### src/rtl/delay_cal_pkg.sv
// Shared types for the delay-line calibration controller.
//   DEF_CODE_W   : default delay code width
//   delay_code_t : delay code at the default width
//   cal_state_e  : calibration FSM states
//   max_u        : elaboration-time helper for sizing counters
package delay_cal_pkg;

  localparam int unsigned DEF_CODE_W = 4;

  typedef logic [DEF_CODE_W-1:0] delay_code_t;

  typedef enum logic [1:0] {
    ST_IDLE   = 2'd0,
    ST_APPLY  = 2'd1,
    ST_SAMPLE = 2'd2,
    ST_DECIDE = 2'd3
  } cal_state_e;

  function automatic int unsigned max_u(input int unsigned a, input int unsigned b);
    return (a > b) ? a : b;
  endfunction

endpackage

### src/rtl/delay_cal_sync.sv
// Multi-flop synchronizer for the asynchronous fed-back delayed clock.
// Ports:
//   clk, rst_n : clock and async active-low reset (flops reset to 0)
//   d_i        : asynchronous input
//   q_o        : synchronized output (last flop of the chain)
module delay_cal_sync #(
  parameter int unsigned STAGES = 2
) (
  input  logic clk,
  input  logic rst_n,
  input  logic d_i,
  output logic q_o
);

  logic [STAGES-1:0] sync_q;

  // Shift chain; bit 0 is the metastability-catching flop.
  always_ff @(posedge clk or negedge rst_n) begin
    if (!rst_n) begin
      sync_q <= '0;
    end else begin
      sync_q <= {sync_q[STAGES-2:0], d_i};
    end
  end

  assign q_o = sync_q[STAGES-1];

endmodule

### src/rtl/delay_cal_ctrl.sv
// Calibration controller for a programmable clock delay line. Sweeps the
// delay code upward from 0, majority-samples the synchronized fed-back clock
// at each code and locks on the first 0->1 level transition.
// Ports:
//   clk, rst_n  : clock, async active-low reset
//   start       : one-cycle calibration request (honoured in IDLE only)
//   ref_sample  : asynchronous delayed clock from the delay line
//   delay_o     : delay code to the delay line
//   busy        : calibration in progress
//   done        : one-cycle end-of-calibration pulse
//   locked      : sticky success flag, lock_code valid while set
//   lock_code   : code found by the sweep
//   err         : sticky failure flag (no rising transition found)
// Optional build macro DELAY_CAL_OVERRIDE_EN adds ovr_en/ovr_code, which
// force the delay code while idle.
module delay_cal_ctrl
  import delay_cal_pkg::*;
#(
  parameter int unsigned CODE_W        = DEF_CODE_W,
  parameter int unsigned SETTLE_CYCLES = 4,
  parameter int unsigned SAMPLES       = 16,
  parameter int unsigned SYNC_STAGES   = 2
) (
  input  logic              clk,
  input  logic              rst_n,
  input  logic              start,
  input  logic              ref_sample,
`ifdef DELAY_CAL_OVERRIDE_EN
  input  logic              ovr_en,
  input  logic [CODE_W-1:0] ovr_code,
`endif
  output logic [CODE_W-1:0] delay_o,
  output logic              busy,
  output logic              done,
  output logic              locked,
  output logic [CODE_W-1:0] lock_code,
  output logic              err
);

  localparam int unsigned CNT_W  = $clog2(max_u(SETTLE_CYCLES, SAMPLES));
  localparam int unsigned ONES_W = $clog2(SAMPLES) + 1;
  localparam logic [CODE_W-1:0] MAX_CODE = '1;

  cal_state_e        state_q, state_d;
  logic [CNT_W-1:0]  cnt_q, cnt_d;
  logic [ONES_W-1:0] ones_q, ones_d;
  logic [CODE_W-1:0] delay_q, delay_d;
  logic [CODE_W-1:0] lock_code_q, lock_code_d;
  logic              busy_q, busy_d;
  logic              done_q, done_d;
  logic              locked_q, locked_d;
  logic              err_q, err_d;
  logic              prev_q, prev_d;
  logic              first_q, first_d;
  logic              sync_level;
  logic              cur_level_c;
  logic              ovr_active_c;
  logic [CODE_W-1:0] ovr_code_c;

  delay_cal_sync #(
    .STAGES (SYNC_STAGES)
  ) u_sync (
    .clk   (clk),
    .rst_n (rst_n),
    .d_i   (ref_sample),
    .q_o   (sync_level)
  );

`ifdef DELAY_CAL_OVERRIDE_EN
  assign ovr_active_c = ovr_en;
  assign ovr_code_c   = ovr_code;
`else
  assign ovr_active_c = 1'b0;
  assign ovr_code_c   = '0;
`endif

  // Majority vote: a tie counts as high.
  assign cur_level_c = (ones_q >= ONES_W'(SAMPLES / 2));

  // Next-state and output logic.
  always_comb begin
    state_d     = state_q;
    cnt_d       = cnt_q;
    ones_d      = ones_q;
    delay_d     = delay_q;
    lock_code_d = lock_code_q;
    busy_d      = busy_q;
    done_d      = 1'b0;
    locked_d    = locked_q;
    err_d       = err_q;
    prev_d      = prev_q;
    first_d     = first_q;

    case (state_q)
      ST_IDLE: begin
        delay_d = locked_q ? lock_code_q : '0;
        if (ovr_active_c) begin
          delay_d = ovr_code_c;
        end else if (start) begin
          busy_d   = 1'b1;
          locked_d = 1'b0;
          err_d    = 1'b0;
          delay_d  = '0;
          first_d  = 1'b1;
          cnt_d    = '0;
          state_d  = ST_APPLY;
        end
      end

      ST_APPLY: begin
        if (cnt_q == CNT_W'(SETTLE_CYCLES - 1)) begin
          cnt_d   = '0;
          ones_d  = '0;
          state_d = ST_SAMPLE;
        end else begin
          cnt_d = cnt_q + CNT_W'(1);
        end
      end

      ST_SAMPLE: begin
        ones_d = ones_q + ONES_W'(sync_level);
        if (cnt_q == CNT_W'(SAMPLES - 1)) begin
          cnt_d   = '0;
          state_d = ST_DECIDE;
        end else begin
          cnt_d = cnt_q + CNT_W'(1);
        end
      end

      ST_DECIDE: begin
        if (!first_q && !prev_q && cur_level_c) begin
          lock_code_d = delay_q;
          locked_d    = 1'b1;
          done_d      = 1'b1;
          busy_d      = 1'b0;
          state_d     = ST_IDLE;
        end else if (delay_q == MAX_CODE) begin
          err_d   = 1'b1;
          done_d  = 1'b1;
          busy_d  = 1'b0;
          delay_d = '0;
          state_d = ST_IDLE;
        end else begin
          prev_d  = cur_level_c;
          first_d = 1'b0;
          delay_d = delay_q + CODE_W'(1);
          cnt_d   = '0;
          state_d = ST_APPLY;
        end
      end

      default: state_d = ST_IDLE;
    endcase
  end

  // State and output registers.
  always_ff @(posedge clk or negedge rst_n) begin
    if (!rst_n) begin
      state_q     <= ST_IDLE;
      cnt_q       <= '0;
      ones_q      <= '0;
      delay_q     <= '0;
      lock_code_q <= '0;
      busy_q      <= 1'b0;
      done_q      <= 1'b0;
      locked_q    <= 1'b0;
      err_q       <= 1'b0;
      prev_q      <= 1'b0;
      first_q     <= 1'b0;
    end else begin
      state_q     <= state_d;
      cnt_q       <= cnt_d;
      ones_q      <= ones_d;
      delay_q     <= delay_d;
      lock_code_q <= lock_code_d;
      busy_q      <= busy_d;
      done_q      <= done_d;
      locked_q    <= locked_d;
      err_q       <= err_d;
      prev_q      <= prev_d;
      first_q     <= first_d;
    end
  end

  assign delay_o   = delay_q;
  assign lock_code = lock_code_q;
  assign busy      = busy_q;
  assign done      = done_q;
  assign locked    = locked_q;
  assign err       = err_q;

endmodule

### config.mk
export PLATFORM = sky130hd
export DESIGN_NAME = delay_cal_ctrl
export DESIGN_NICKNAME = d
export VERILOG_FILES = /design/src/rtl/delay_cal_pkg.sv /design/src/rtl/delay_cal_sync.sv /design/src/rtl/delay_cal_ctrl.sv
export SDC_FILE = /design/constraint.sdc
export NUM_CORES = 1
export LEC_CHECK = 0
export BUFFER_PORTS_ARGS = -buffer_cell sky130_fd_sc_hd__buf_2
export CAP_MARGIN = 20
export CORE_MARGIN = 4
export CORE_UTILIZATION = 45
export DETAILED_ROUTE_END_ITERATION = 16
export GPL_TIMING_DRIVEN = 0
export SETUP_SLACK_MARGIN = 0.5
export SLEW_MARGIN = 10
export SYNTH_ARGS = -nofsm -noshare
export SYNTH_HDL_FRONTEND = slang
export SYNTH_SLANG_ARGS = --single-unit
### constraint.sdc
create_clock -name clk -period 2.4 [get_ports clk]
set_clock_uncertainty 0.1 [all_clocks]
set_input_delay 0.36 -clock clk [delete_from_list [all_inputs] [get_ports clk]]
set_output_delay 0.36 -clock clk [all_outputs]
set_load 0.02 [all_outputs]
==> flow_metrics.py, run 1 <==
metrics = {
    "setup_path": {
        "worstPathArrival_ps": 2050,
        "crit_type": "flip-flop to flip-flop",
        "path_cells": "buf_6 > ha_4 > nor4b_4 > nor3_2 > a221o_1 > a32o_1",
        "cp.required_ps": 2520,
        "start_kind": "flip-flop",
        "crit_family": "compound AO/OA/AOI/OAI gates",
        "reg2reg_slack_ps": 470,
        "critPathMaxStageDelay_ps": 470,
        "cp_slowest_cell": "dfrtp_2",
        "crit_buf_inv": 1,
        "worst-path-max-fanout": 5,
        "end_kind": "flip-flop",
    },
    "grt": {
        "grt_antenna_before_repair": 0,
        "grt_pass1_wl_um": 5085,
        "overflow": 0,
        "grt_pass1_vias": 1088,
        "grt_max_degree": 28,
        "track_usage": 0.1532,
    },
    "sta": {
        "period_share": 0.8054,
        "setup_slack_ps": 467.0,
        "slew_headroom": 0.5936,
        "timing.hold.ws_ps": 34.26,
        "worstMarginPinSlew_ps": 609.6,
        "slew_violations": 0,
        "finalSetupTns_ps": 0,
        "final-setup-viol-count": 0,
        "rsz0062_at_grt": "true",
        "max_freq_ghz": 0.5173,
        "hold_viol": 0,
        "period_needed_ps": 1933,
    },
    "floorplanning": {
        "core_um2": 3078,
        "die_height_um": 65.06,
        "dieArea_um2": 4233,
        "initial_utilization": 0.4760,
        "io_pins": 16,
        "die_x_um": 65.06,
        "row_count": 20,
    },
    "yosys": {
        "synth_seq_cells": 27,
        "ys.flop_type": "dfrtp_1",
        "syn-instance-count": 137,
        "ys_seq_area_frac": 0.4611,
        "synth_edf_count": 0,
        "yosysWarningCount": 0,
        "syn_avg_cell_area_um2": 10.69,
        "ys_types": 43,
        "synthArstFlopShare": 1.000,
        "synthesis.nets": 149,
        "syn_area_um2": 1465,
    },
    "finish": {
        "postLayoutCellArea_um2": 1777,
        "drive_gt1_frac": 0.3129,
        "stdcell_count": 207,
        "nNetsFinal": 176,
        "antennaDiodeCount": 0,
        "mostFrequentLayoutCells": "25 x dfrtp_1, 16 x buf_2, 15 x nor2_1",
        "syn_to_final_growth_pct": 21.26,
        "final_common_cell": "dfrtp_1",
        "postLayoutCoreUtil": 0.5772,
    },
    "power_and_ir_drop": {
        "p_leak_nw": 0.7710,
        "power.density_nw_per_um2": 1300,
        "vdd_ir_drop_max_v": 0.0007044,
        "p_int_mw": 1.269,
        "clock_power_share": 0.086,
        "power_mw": 2.310,
        "p_switching_mw": 1.041,
        "power_frac_comb": 0.575,
        "p_sw_frac": 0.4506,
        "sequentialPowerShare": 0.340,
    },
    "cts": {
        "cts_made_buffers": 3,
        "cts_num_sinks": 27,
        "clk_pin_slew_ps": 140,
        "clock_path_buffers": 2,
        "cts_tree": "built",
        "ctsRootBufferMaster": "clkbuf_4",
        "worstSkewPairLatency_ps": 320,
        "htreeDepth": 1,
    },
    "run_status": {
        "status": "finished, final reports clean",
    },
    "routing": {
        "vias_per_cell": 5.589,
        "ant_nets": 0,
        "drc": 0,
        "firstDrtPassIters": 4,
        "drt_wl_total_um": 2999,
        "drt_iter0_markers": 99,
        "wl_per_cell_um": 14.49,
        "vias": 1157,
    },
    "job": {
        "cap_violations": 0,
    },
    "place": {
        "hpwl_um": 2115,
        "dpl-instance-area_um2": 1595,
        "place_congestion": 0.7833,
        "pre_cts_slack_ps": 404.4,
        "portBuffers": 15,
        "post-place-cells": 196,
    },
    "worst_hold_path": {
        "hold_path_class": "primary input to flip-flop",
    },
}
[area by class of cell]
cell class / instances / area [um^2]
clock buffer: 4 / 26.28
buffer: 4 / 31.28
fill: 278 / 1301
timing repair buffer: 22 / 133.9
tap: 44 / 55.05
inverter: 7 / 26.28
sequential: 27 / 678.2
multi-input combinational: 99 / 825.8
[path summary, 6_finish.rpt]
path / from / to / cells after the start
max in group asynchronous: rst_n / state_q[1]$_DFFE_PN0P_ / 2
min in group asynchronous: rst_n / busy$_DFFE_PN0P_ / 2
setup reg to reg: state_q[1]$_DFFE_PN0P_ / cnt_q[3]$_DFFE_PN0P_ / 6
hold / removal: ref_sample / u_sync.sync_q[0]$_DFF_PN0_ / 1
setup / recovery: state_q[1]$_DFFE_PN0P_ / cnt_q[3]$_DFFE_PN0P_ / 6
hold reg to reg: u_sync.sync_q[0]$_DFF_PN0_ / u_sync.sync_q[1]$_DFF_PN0_ / 0
[layer usage]
metal  track usage  wire [um]  vias up
met5             0          0        -
met4       0.03886         29        0
met3       0.02253         77        4
met2        0.2427       1442       12
met1        0.2195       1448      568
li1              -          -      573
[cells by family (layout without fill, tap and decap cells)]
family / after synthesis / after routing / share of synthesized area
compound gates: 40 / 40 / 0.2195
xor+xnor: 3 / 3 / 0.01794
fa+ha+maj: 8 / 8 / 0.06832
buf+inv: 11 / 37 / 0.03245
flops: 27 / 27 / 0.4611
mux: 7 / 7 / 0.05294
simple gates: 41 / 41 / 0.1477
[worst reg2reg max path: stages (launching register included)]
cell,delay (ps)
dfrtp_2,470
buf_6,130
ha_4,170
nor4b_4,350
nor3_2,110
a221o_1,300
a32o_1,210
[state kept, by name (all words and copies together), names as in the netlist]
register,cells
done,1
prev_q,1
state_q,2
first_q,1
cnt_q,4
delay_o,4
lock_code,4
u_sync.sync_q,2
err,1
locked,1
busy,1
ones_q,5
[power groups by stage]
stage | clock (mW) | combinational [mW] | sequential (mW)
detailed placement | 0 | 1.07 | 0.782
finish | 0.198 | 1.33 | 0.785
global route | 0.225 | 1.47 | 0.812
floorplan | 0 | 0.735 | 0.837
CTS | 0.208 | 1.14 | 0.772
global placement | 0 | 1.05 | 0.772
[Yosys cell counts (2+ instances only)]
cell | instances | area, um^2
a211oi_1 | 3 | 22.52
buf_2 | 2 | 10.01
xnor2_1 | 3 | 26.28
ha_1 | 8 | 100.1
a2bb2oi_1 | 2 | 17.52
mux2_1 | 6 | 67.56
o21ai_1 | 4 | 20.02
o21ai_0 | 3 | 15.01
a21oi_1 | 7 | 35.03
nor3_1 | 2 | 10.01
a211oi_2 | 3 | 37.54
a32o_1 | 3 | 30.03
nand3_1 | 5 | 25.02
dfrtp_1 | 27 | 675.7
nor2b_1 | 3 | 18.77
nand2_1 | 6 | 22.52
inv_1 | 7 | 26.28
nor2_1 | 16 | 60.06
o31ai_2 | 2 | 25.02
nor3b_1 | 2 | 15.01
[what timing repair did]
item	in CTS	in global routing
pin swaps	0	3
setup buffers	1	5
gates cloned	0	0
hold endpoints to repair	27	0
resized for setup	7	19
setup endpoints to repair	10	13
hold buffers	1	0
(Power assumes the default switching activity.)
==> run 2, diff against run 1 <==
==> constraint.sdc (replaced) <==
create_clock -name clk -period 1.8 [get_ports clk]
set_clock_uncertainty 0.1 [all_clocks]
set_input_delay 0.27 -clock clk [delete_from_list [all_inputs] [get_ports clk]]
set_output_delay 0.27 -clock clk [all_outputs]
set_load 0.02 [all_outputs]
==> run 2 against run 1 <==
  * The flow now finishes with violations (negative setup slack)
  * Register-to-register slack got worse by 530 ps
  * Worst hold slack improved by 190 ps
  * Core utilization rose by 22 points
  * Critical path type unchanged
  * Largest cell class unchanged
==> flow_metrics.py, run 2 (synthesis gave the netlist of run 1 again) <==
metrics = {
    "finish": {
        "largest_register": "ones_q",
        "syn_to_final_growth_pct": 68.06,
        "nNetsFinal": 216,
        "stdcell_count": 247,
        "largest_reg_flops": 5,
        "postLayoutCoreUtil": 0.8000,
        "mostFrequentLayoutCells": "34 x buf_4, 22 x dfrtp_1, 20 x buf_6",
        "final_common_cell": "buf_4",
        "antennaDiodeCount": 0,
        "n_fill_cell": 180,
        "drive_gt1_frac": 0.5961,
    },
    "sta": {
        "period_needed_ps": 1867,
        "max_freq_ghz": 0.5355,
        "rsz0062_at_grt": "true",
        "period_share": 1.037,
        "worstMarginPinSlew_ps": 619.3,
        "hold_viol": 0,
        "setup_slack_ps": -67.42,
        "slew_headroom": 0.5872,
        "slew_violations": 0,
        "final-setup-viol-count": 4,
    },
    "setup_path": {
        "worstPathArrival_ps": 2000,
        "worst_r2r_startpoint": "state_q[1]$_DFFE_PN0P_",
        "cp.required_ps": 1930,
        "path_cells": "inv_4 > ha_4 > buf_6 > and4b_2 > o31ai_4 > mux2_4",
        "r2r_cells": 6,
        "worst-path-max-fanout": 4,
        "crit_buf_inv": 2,
        "reg2reg_slack_ps": -70,
        "reg2reg_to": "state_q[1]$_DFFE_PN0P_",
        "critPathMaxStageDelay_ps": 470,
        "cp_slowest_cell": "dfrtp_2",
        "crit_family": "flip-flops",
        "crit_type": "flip-flop to flip-flop",
        "end_kind": "flip-flop",
        "start_kind": "flip-flop",
    },
    "routing": {
        "vias": 1351,
        "wl_per_cell_um": 16.26,
        "firstDrtPassIters": 4,
        "drt_wl_total_um": 4016,
        "ant_nets": 0,
        "drt_iter0_markers": 84,
        "drc": 0,
        "vias_per_cell": 5.470,
    },
    "floorplanning": {
        "initial_utilization": 0.4760,
        "io_pins": 16,
        "die_x_um": 65.06,
        "core_um2": 3078,
        "row_count": 20,
        "dieArea_um2": 4233,
        "die_height_um": 65.06,
    },
    "worst_hold_path": {
        "hold_path_class": "primary input to flip-flop",
        "hold_start": "start",
        "min_path_cells": 3,
        "hold_end": "busy$_DFFE_PN0P_",
    },
    "grt": {
        "track_usage": 0.2026,
        "grt_pass1_vias": 1366,
        "grt_antenna_before_repair": 0,
        "overflow": 0,
        "grt_pass1_wl_um": 6610,
        "grt_max_degree": 28,
    },
    "cts": {
        "worstSkewPairLatency_ps": 330,
        "clock_path_buffers": 2,
        "htreeDepth": 1,
        "cts_tree": "built",
        "cts_num_sinks": 27,
        "clk_pin_slew_ps": 150,
        "cts_made_buffers": 3,
        "ctsRootBufferMaster": "clkbuf_4",
    },
    "place": {
        "portBuffers": 15,
        "hpwl_um": 2245,
        "post-place-cells": 196,
        "place_congestion": 0.7534,
    },
    "power_and_ir_drop": {
        "power.density_nw_per_um2": 1855,
        "p_leak_nw": 1.046,
        "vdd_ir_drop_max_v": 0.001282,
    },
    "job": {
        "cap_violations": 0,
    },
    "run_status": {
        "violations": "negative setup slack",
        "status": "finished, violations left",
    },
}
run 2: cell count changes in the layout (fill, tap and decap cells not counted), moves of 3 or more:
cell / before / now
buf_2: 16 / 6
dfrtp_2: 2 / 5
nand2_1: 6 / 3
ha_4: 1 / 6
mux2_1: 6 / 3
buf_6: 2 / 20
mux2_4: 0 / 3
o21ai_0: 3 / 0
nor2_2: 0 / 3
dfrtp_1: 25 / 22
buf_4: 5 / 34
ha_1: 7 / 2
run 2: how the worst max path moves through the flow:
stage	from	endpoint	slack (ps)	depth (start not counted)
floorplan	state_q[1]$_DFFE_PN0P_	state_q[1]$_DFFE_PN0P_	20	6
global placement	state_q[1]$_DFFE_PN0P_	cnt_q[3]$_DFFE_PN0P_	-120	7
detailed placement	state_q[1]$_DFFE_PN0P_	cnt_q[3]$_DFFE_PN0P_	-160	7
CTS	state_q[1]$_DFFE_PN0P_	state_q[1]$_DFFE_PN0P_	-20	6
global route	state_q[1]$_DFFE_PN0P_	state_q[1]$_DFFE_PN0P_	-120	6
finish	state_q[1]$_DFFE_PN0P_	state_q[1]$_DFFE_PN0P_	-70	6
run 2: report_power, final:
| part | total [mW] | switching (mW) | internal (mW) |
|---|---|---|---|
| Combinational | 3.21 | 1.47 | 1.74 |
| Sequential | 1.09 | 0.260 | 0.827 |
| Clock | 0.271 | 0.184 | 0.0871 |
| Total | 4.57 | 1.92 | 2.65 |
run 2: layer usage:
metal / global-route usage / share of wire
met1: 0.2729 / 0.46
met2: 0.3423 / 0.49
met3: 0.02600 / 0.027
met4: 0.05440 / 0.025
met5: 0 / 0
run 2: tightest hold or removal path, cell delays in order:
cell	delay, ps
buf_2	160
a21oi_1	150
o21ai_1	60
run 2: cell type report:
class                      instances  area, um^2  share of cell area
buffer                             4       71.32             0.02896
clock buffer                       4       26.28             0.01067
inverter                           7       32.53             0.01321
multi-input combinational         99        1056              0.4289
sequential                        27       681.9              0.2769
tap                               44       55.05             0.02236
timing repair buffer              62       539.3              0.2190
run 2: per-stage QoR:
step / hold WS, ps / setup slack [ps] / power [mW] / TNS, ps / area, um^2
3_5_place_dp: 214.6 / -156.3 / 2.740 / -394.3 / 1727
6_report: 224.4 / -67.42 / 4.568 / -209.6 / 2462
5_1_grt: 201.0 / -121.1 / 4.886 / -558.6 / 2462
3_3_place_gp: 212.2 / -118.5 / 2.686 / -231.9 / 1727
2_1_floorplan: -125.6 / 17.54 / 2.334 / 0 / 1597
4_1_cts: 225.2 / -19.18 / 3.985 / -47.79 / 2200
run 2: what timing repair did:
item / 4_1_cts / 5_1_grt
buffers inserted: 27 / 18
hold buffers: 2 / 0
resized for setup: 49 / 28
pin swaps: 13 / 14
endpoints found under the setup margin: 32 / 36
hold endpoints to repair: 28 / 0
==> run 3, diff against run 2 <==
--- a/config.mk
+++ b/config.mk
@@ -12,6 +12,7 @@
 export DETAILED_ROUTE_END_ITERATION = 16
 export GPL_TIMING_DRIVEN = 0
 export SETUP_SLACK_MARGIN = 0.5
+export SKIP_CTS_REPAIR_TIMING = 1
 export SLEW_MARGIN = 10
 export SYNTH_ARGS = -nofsm -noshare
 export SYNTH_HDL_FRONTEND = slang
==> constraint.sdc (replaced) <==
create_clock -name clk -period 1.8 [get_ports clk]
set_clock_uncertainty 0.1 [all_clocks]
set_input_delay 0.27 -clock clk [delete_from_list [all_inputs] [get_ports clk]]
set_output_delay 0.27 -clock clk [all_outputs]
set_load 0.01 [all_outputs]
==> run 3 against run 2 <==
  * The run still ends with negative setup slack left
  * Cell area is 14% lower
  * Sequential cell count did not move
  * Critical path depth did not move
  * Final cell count decreased by 6.9%
  * Non-clock buffer count down 17
  * Critical endpoint unchanged
==> flow_metrics.py, run 3 (synthesis gave the netlist of run 1 again) <==
metrics = {
    "grt": {
        "grt_max_degree": 28,
        "grt_pass1_wl_um": 5271,
        "track_usage": 0.1578,
        "grt_pass1_vias": 1144,
        "grt_antenna_before_repair": 0,
        "overflow": 0,
    },
    "routing": {
        "drt_wl_total_um": 3431,
        "firstDrtPassIters": 4,
        "vias": 1245,
        "drc": 0,
        "ant_nets": 0,
        "drt_iter0_markers": 80,
        "wl_per_cell_um": 14.92,
        "vias_per_cell": 5.413,
    },
    "finish": {
        "nNetsFinal": 199,
        "largest_reg_flops": 5,
        "drive_gt1_frac": 0.4946,
        "n_fill_cell": 242,
        "antennaDiodeCount": 0,
        "postLayoutCoreUtil": 0.6915,
        "syn_to_final_growth_pct": 45.26,
        "largest_register": "ones_q",
        "mostFrequentLayoutCells": "24 x dfrtp_1, 24 x buf_4, 15 x nor2_1",
    },
    "floorplanning": {
        "io_pins": 16,
        "initial_utilization": 0.4760,
        "row_count": 20,
        "core_um2": 3078,
        "die_x_um": 65.06,
        "dieArea_um2": 4233,
        "die_height_um": 65.06,
    },
    "sta": {
        "hold_viol": 0,
        "setup_slack_ps": -143.0,
        "rsz0062_at_grt": "true",
        "slew_headroom": 0.5870,
        "final-setup-viol-count": 3,
        "period_needed_ps": 1943,
        "worstMarginPinSlew_ps": 619.5,
        "max_freq_ghz": 0.5147,
        "slew_violations": 0,
        "period_share": 1.079,
    },
    "cts": {
        "cts_num_sinks": 27,
        "worstSkewPairLatency_ps": 330,
        "cts_made_buffers": 3,
        "cts_tree": "built",
        "htreeDepth": 1,
        "clk_pin_slew_ps": 160,
        "clock_path_buffers": 2,
        "ctsRootBufferMaster": "clkbuf_4",
    },
    "setup_path": {
        "cp.required_ps": 1930,
        "worstPathArrival_ps": 2080,
        "end_kind": "flip-flop",
        "crit_type": "flip-flop to flip-flop",
        "worst-path-max-fanout": 7,
        "start_kind": "flip-flop",
    },
    "power_and_ir_drop": {
        "vdd_ir_drop_max_v": 0.001011,
        "p_leak_nw": 0.9206,
        "power_mw": 3.803,
        "power.density_nw_per_um2": 1787,
    },
    "job": {
        "cap_violations": 0,
    },
    "run_status": {
        "violations": "negative setup slack",
        "status": "finished, violations left",
    },
    "worst_hold_path": {
        "hold_path_class": "primary input to flip-flop",
    },
    "place": {
        "hpwl_um": 2238,
        "portBuffers": 15,
        "place_congestion": 0.7729,
    },
}
run 3: metrics by stage:
stage / setup WS (ps) / hold WS [ps] / std cells / cell area [um^2] / setup TNS, ps
4_1_cts: -170.5 / -157.8 / 200 / 1744 / -445.3
2_1_floorplan: 17.54 / -125.6 / 137 / 1584 / 0
3_3_place_gp: -101.1 / 210.8 / 196 / 1714 / -210.9
6_report: -143.0 / 236.3 / 230 / 2128 / -393.6
5_1_grt: -226.1 / 204.8 / 230 / 2128 / -953.8
3_5_place_dp: -148.1 / 218.4 / 196 / 1714 / -375.5
run 3: cell type report:
| cell class | instances | area [um^2] | area share |
|---|---|---|---|
| multi-input combinational | 99 | 939.7 | 0.4415 |
| sequential | 27 | 679.4 | 0.3192 |
| timing repair buffer | 45 | 345.3 | 0.1623 |
| tap | 44 | 55.05 | 0.02587 |
| buffer | 4 | 48.80 | 0.02293 |
| inverter | 7 | 30.03 | 0.01411 |
| clock buffer | 3 | 22.52 | 0.01058 |
| clock inverter | 1 | 7.507 | 0.003527 |
run 3: final timing paths:
kind	from	endpoint	slack (ps)	depth (start not counted)
min in group asynchronous	rst_n	cnt_q[3]$_DFFE_PN0P_	360	2
max reg2reg	state_q[1]$_DFFE_PN0P_	state_q[1]$_DFFE_PN0P_	-140	6
max	state_q[1]$_DFFE_PN0P_	state_q[1]$_DFFE_PN0P_	-140	6
min	start	busy$_DFFE_PN0P_	240	3
max in group asynchronous	rst_n	delay_o[0]$_DFFE_PN0P_	790	2
min reg2reg	u_sync.sync_q[0]$_DFF_PN0_	u_sync.sync_q[1]$_DFF_PN0_	280	0
run 3: critical path, cell delays in order (launching register included):
cell,delay (ps)
dfrtp_1,450
inv_1,100
ha_2,170
buf_6,120
and4b_2,260
o31ai_4,310
mux2_4,340
run 3: report_power, final:
group	internal, mW	leakage [nW]	switching, mW
combinational	1.27	0.567	1.17
sequential	0.833	0.339	0.252
clock	0.0849	0.0139	0.189
total	2.19	0.921	1.61
run 3: metal layers:
| layer | vias up | GRT usage | wire length, um |
|---|---|---|---|
| li1 | 611 | - | - |
| met1 | 608 | 0.2265 | 1657 |
| met2 | 24 | 0.2516 | 1625 |
| met3 | 2 | 0.01560 | 130 |
| met4 | 0 | 0.04663 | 18 |
| met5 | - | 0 | 0 |
